## config.mk

```make
export PLATFORM = sky130hd
export DESIGN_NAME = empty_acc_gen
export DESIGN_NICKNAME = d
export VERILOG_FILES = /design/src/rtl/empty_acc_gen.sv
export SDC_FILE = /design/constraint.sdc
export NUM_CORES = 1
export LEC_CHECK = 0
export BUFFER_PORTS_ARGS = -buffer_cell sky130_fd_sc_hd__buf_2
export CAP_MARGIN = 10
export CELL_PAD_IN_SITES_DETAIL_PLACEMENT = 0
export CELL_PAD_IN_SITES_GLOBAL_PLACEMENT = 1
export CORE_AREA = 2 2 71 100
export CTS_BUF_LIST = sky130_fd_sc_hd__clkbuf_16
export DETAILED_ROUTE_END_ITERATION = 12
export DIE_AREA = 0 0 73 102
export GPL_TIMING_DRIVEN = 0
export PLACE_DENSITY = 0.83
export SYNTH_ARGS = -nofsm -noshare
export SYNTH_HDL_FRONTEND = slang
export SYNTH_SLANG_ARGS = --single-unit
```

## constraint.sdc

```tcl
create_clock -name clock -period 3.58 [get_ports clock]
set_input_delay 0.716 -clock clock [delete_from_list [all_inputs] [get_ports clock]]
set_output_delay 0.716 -clock clock [all_outputs]
set_load 0.01 [all_outputs]
```

## src/rtl/empty_acc_gen.sv

```systemverilog
`default_nettype none
// ============================================================================
// Module      : empty_acc_gen
// Description : Issues MAX_REQS one-cycle add requests of STEP*(k+1), one per
//               PERIOD cycles, to a parent accumulator. Optional checker
//               (EMPTY_ACC_CHECK_EN) shadows the sum and flags divergence.
// Revision    : 1.0 - initial release
// ============================================================================
module empty_acc_gen #(
    parameter int unsigned PERIOD   = 4,
    parameter logic [31:0] STEP     = 32'd1,
    parameter int unsigned MAX_REQS = 16
) (
    input  logic        clock,
    input  logic        reset_n,
    input  logic [63:0] cycles,
    input  logic [31:0] accumulator,
    output logic        valid,
    output logic [31:0] value
`ifdef EMPTY_ACC_CHECK_EN
    ,
    output logic        mismatch
`endif
);

    localparam int unsigned             c_phase_w    = $clog2(PERIOD);
    localparam logic [c_phase_w-1:0]    c_phase_last = c_phase_w'(PERIOD - 1);
    localparam logic [15:0]             c_max_reqs   = 16'(MAX_REQS);

    logic [15:0] r_k;
    logic        r_valid;
    logic [31:0] r_value;
    logic        w_issue;
    logic        w_unused_cycles;

    assign w_issue         = (cycles[c_phase_w-1:0] == c_phase_last) && (r_k < c_max_reqs);
    assign w_unused_cycles = ^cycles[63:c_phase_w];

    // value always holds STEP*k, so the next addend is just value+STEP
    always_ff @(posedge clock or negedge reset_n) begin
        if (!reset_n) begin
            r_k     <= 16'd0;
            r_valid <= 1'b0;
            r_value <= 32'd0;
        end else begin
            r_valid <= w_issue;
            if (w_issue) begin
                r_k     <= r_k + 16'd1;
                r_value <= r_value + STEP;
            end
        end
    end

    assign valid = r_valid;
    assign value = r_value;

`ifdef EMPTY_ACC_CHECK_EN
    logic [31:0] r_shadow;
    logic        r_armed;
    logic        r_mismatch;

    // The first edge after release only arms the comparator
    always_ff @(posedge clock or negedge reset_n) begin
        if (!reset_n) begin
            r_shadow   <= 32'd0;
            r_armed    <= 1'b0;
            r_mismatch <= 1'b0;
        end else begin
            r_armed <= 1'b1;
            if (r_valid) begin
                r_shadow <= r_shadow + r_value;
            end
            if (r_armed && (accumulator != r_shadow)) begin
                r_mismatch <= 1'b1;
            end
        end
    end

    assign mismatch = r_mismatch;
`else
    logic w_unused_acc;
    assign w_unused_acc = ^accumulator;
`endif

endmodule
`default_nettype wire

```

# After elaboration in Yosys (flattened, before gate mapping)
# Cells that the tools add are included.
# totals
regBits	49
inputBits	98
out_inout_bits	33
word_cells	8
# op_classes
addsub	2
magnitude_cmp	1
n_eq_ne	1
n_reduce_logical	1
# ops
op	n
adder 32 x 1 -> 32 bit, second input constant	1
adder 16 x 1 -> 16 bit, second input constant	1
less-than comparator 16 x 5 -> 1 bit, second input constant	1
== test 2 bit, second input constant	1
logical AND 1 bit	1

# Depth between registers and ports, before layout
# depth
depth_word	2
mapped_depth	6
depth_no_buf	5

# Least setup slack after synthesis
# OpenSTA, ideal clock, no wires.
# synth_timing
path_kind	input -> register
from	input cycles[1]
to	register r_value[7] (netlist: value[7])
setup_time_ns	0.125
arrival_time_ns	1.898
t_required_ns	3.455
setup_slack_ns	1.557
path_stages	6
path_buffers	2
path_cell_list	nor4b_1 -> and4_1 -> clkbuf_1 -> buf_2 -> nand4_1 -> xnor2_1
# synth_between
elab_chain_len	2
# synth_lines
element	line_no	rtl
from (decl)	16	input logic [63:0] cycles,
== test 2 bit	36	assign w_issue = (cycles[c_phase_w-1:0] == c_phase_last) && (r_k < c_max_reqs);
logical AND 1 bit	36	
named net w_issue	33	logic w_issue;
to (signal assigned)	49	r_value <= r_value + STEP;
to (decl)	32	logic [31:0] r_value;
# The timed path passes the listed nets, and every way through them passes these cells.
# A chain may end at the register's enable or synchronous reset.

# Final worst setup path
# layout_timing
from	input cycles[1]
to	register r_value[8] (netlist: value[8])
# The elaborated chain is that of the path after synthesis.

==> summary.md <==
| Metric | Value |
|---|---|
| Fraction of layout cells with a size suffix above 1 | 0.296 |
| ANT cells | 0 |
| DR vias | 1504 |
| Power per cell area | approximately 500 nW/um2 |
| Max Transition Viols Final | 0 |
| TritonCTS clock tree | yes |
| #FFs+latches synth | 49 |
| Post-Route Skew | roughly 0.0061 ns |
| Crit path time final | 2.13 ns |
| Post-route ant nets | 0 |
| Cell variety after synth | 28 |
| Crit path kind | input pin to flop |
| Gate Count Post-Synth | 182 |
| Core box area | 6530 um2 |
| RSZ-0062 raised after global routing | no |
| CP Cell Sequence | buf_2, nor4b_1, and4_1, clkbuf_1, buf_2, nand4_1, xnor2_1 |
| R2R cell count | 6 |
| Worst R2R Start | r_k[6] |
| Largest net degree at the start of global routing | 50 |
| Yosys warns | 0 |
| Share of the synthesized area in the top cell type | 0.561 |
| Worst path max stage delay | between 0.4 and 0.5 ns |
| Input/output buffers | 36 |
| Clock Pin Slew Worst Setup and Hold Paths | about 0.070 ns |
| Post-DR wirelength/cell | between 10 and 15 um |
| Hold buffer count at cts | 0 |
| Finished Cell Area | between 2000 and 3000 um2 |
| Critical path arrival | 2.30 ns |
| Min-delay src | value[31] |
| Starting Density | 0.335 |
| Vias per inst | 5.01 |
| Max_slew headroom | 0.295 |
| Count leader, synth | dfrtp_1 |
| Num CTS Buffers | 5 |
| Cell taking the most area after synthesis | dfrtp_1 |
| Worst skew pair latency | 0.29 ns |
| Syn Nets | 282 |
| Most used cell, CP | buf_2 |
| Final net count | 325 |
| Post-synth EDFFs | 0 |
| Clock Sink Count | 49 |
| 1st-iter DRT viols | 72 |
| Max H-tree Level | 2 |
| R2r setup slk | 1.51 ns |
| Height of the die | 102 um |
| Setup bufs post-CTS | 0 |
| Outcome | finished, final reports clean |
| Fin crit share | 0.595 |
| Num rows | 35 |
| Average cell area after synthesis | between 10 and 15 um2 |
| MaxCap Viol Count | 0 |
| Pre-Repair DR Iteration Count | 4 |
| Min-Delay Path Class | flop to flop |
| Lkg Pwr | 1.29 nW |
| Crit. End Element | flop |
| CP max FO | 10 |
| Clock tree buffer depth | 2 |
| Die area | between 7000 and 8000 um2 |
| First-pass GRT wire length | 7.20 mm |
| Initial antenna violation count | 0 |
| PostCTS Resize Cnt | 0 |
| Worst reg2reg path endpoint | value[8] |
| Synth top area cells | dfrtp_1 56%, xor2_1 8.8%, nor4_2 5.2%, xnor2_1 4.8%, nand4_1 2.6% |
| Number of global-route vias before repair | 1510 |
| Total GRT Usage | 0.123 |
| Hold EP | value[31] |
| Critical Path Start Type | input pin |
| Post-synthesis async set-or-reset flop share | 1.00 |
| Final setup TNS | 0 ns |
| Top Ports | approximately 130 |
| Fill cells | approximately 620 |
| Dpl cell area | 2460 um2 |
| Total gr overflow | 0 |
| Global placer's final weighted congestion | 0.793 |
| Clk root buf | clkbuf_16 |
| Commonest register cell after synthesis | dfrtp_1 |
| Seq/Total Area, Yosys | 0.561 |
| VDD IR max | 562 uV |
| Die X | 73 um |
| Most frequent cells after synthesis | 49 x dfrtp_1, 22 x xor2_1, 14 x clkbuf_1, 12 x xnor2_1, 11 x nand3_1 |
| Sequential cell area | 1230 um2 |
| Post-Syn Area | between 2000 and 2500 um2 |
| CP required | 3.75 ns |
| HPWL after DPL | 2.99 mm |
| Final setup viols | 0 |
| Endpoints failing hold | 0 |
| Area grow syn2layout | 19.2% |
| WHS Path Cells | 1 |
| Multi-input gate area | 861 um2 |
| FMAX | 469 MHz |
| Max stage delay cell, worst path | nor4b_1 |
| Drc violations | 0 |
| Routed wire length | 4.14 mm |
| Worst-Margin Slew | 1.06 ns |
[power breakdown]
part | internal, mW | switching [mW] | total [mW] | leakage [nW]
clock | 0.260 | 0.199 | 0.459 | 0.0702
combinational | 0.0910 | 0.106 | 0.197 | 0.576
sequential | 0.614 | 0.0603 | 0.675 | 0.644
[final cells by class]
| cell class | count | area share |
|---|---|---|
| sequential | 49 | 0.471 |
| tap | 74 | 0.0355 |
| inverter | 4 | 0.00576 |
| multi-input combinational | 110 | 0.330 |
| clock inverter | 3 | 0.00817 |
| timing repair buffer | 36 | 0.0692 |
| clock buffer | 5 | 0.0480 |
| buffer | 19 | 0.0322 |
[cells in the final DEF (no fill, tap or decap), types with 2 or more instances in the layout]
| cell | instances |
|---|---|
| dfrtp_1 | 49 |
| buf_2 | 40 |
| xor2_1 | 22 |
| clkbuf_1 | 14 |
| xnor2_1 | 12 |
| nand3_1 | 11 |
| nand2_1 | 10 |
| nor4_2 | 9 |
| nand4_1 | 9 |
| nor3_1 | 9 |
| clkbuf_16 | 5 |
| and4_1 | 4 |
| inv_1 | 4 |
| nor4_1 | 4 |
| and2_1 | 3 |
| nor2_1 | 2 |
| nor4b_1 | 2 |
| mux2_2 | 2 |
| ha_1 | 2 |
[how the worst max path moves through the flow]
stage	startpoint	end	slack, ns	cells past startpoint
after global placement	cycles[1]	value[7]	1.16	7
after floorplan	cycles[1]	value[7]	1.56	6
final	cycles[1]	value[8]	1.45	7
after global routing	r_k[10]	value[17]	1.31	5
after CTS	cycles[1]	value[8]	1.43	7
after detailed placement	cycles[1]	value[8]	1.13	7
[through the flow]
stage / utilization / power, mW / setup WS [ns] / std cells / hold WS (ns)
finish: 0.399 / 1.33 / 1.45 / 300 / 0.462
global route: 0.399 / 1.41 / 1.31 / 300 / 0.478
CTS: 0.399 / 1.35 / 1.43 / 300 / 0.463
detailed placement: 0.377 / 0.886 / 1.13 / 292 / 0.448
global placement: 0.377 / 0.879 / 1.16 / 292 / 0.443
floorplan: - / 0.802 / 1.56 / 182 / 0.420
[worst max-delay path: cells and delay by family]
kind	cells	cell delay (ns)
AND/OR/NAND/NOR	3	0.84
buffers and inverters	3	0.61
XOR/XNOR	1	0.14
[sequential cells by signal, summed over array words and instances, names as in the netlist]
| name | count |
|---|---|
| value | 32 |
| valid | 1 |
| r_k | 16 |
[layer usage]
layer,vias to the layer above,track usage,wire length [um],part of all wire
met4,0,0.0627,131,0.032
li1,716,-,-,-
met5,-,0,0,0
met2,45,0.181,1880,0.45
met1,732,0.166,1910,0.46
met3,11,0.0345,221,0.053
[cell families (layout without fill, tap and decap cells)]
logic type	after synthesis	count (layout)	share of synthesized area
xor gates and xnor gates	34	34	0.136
DFF	49	49	0.561
adders and majority gates	2	2	0.0114
muxes	2	2	0.0103
buffers and inverters	23	67	0.0452
and+or+nand+nor	71	71	0.231
AOI/OAI and AO/OA	1	1	0.00458
No activity file was read; power rests on OpenSTA's default activity.
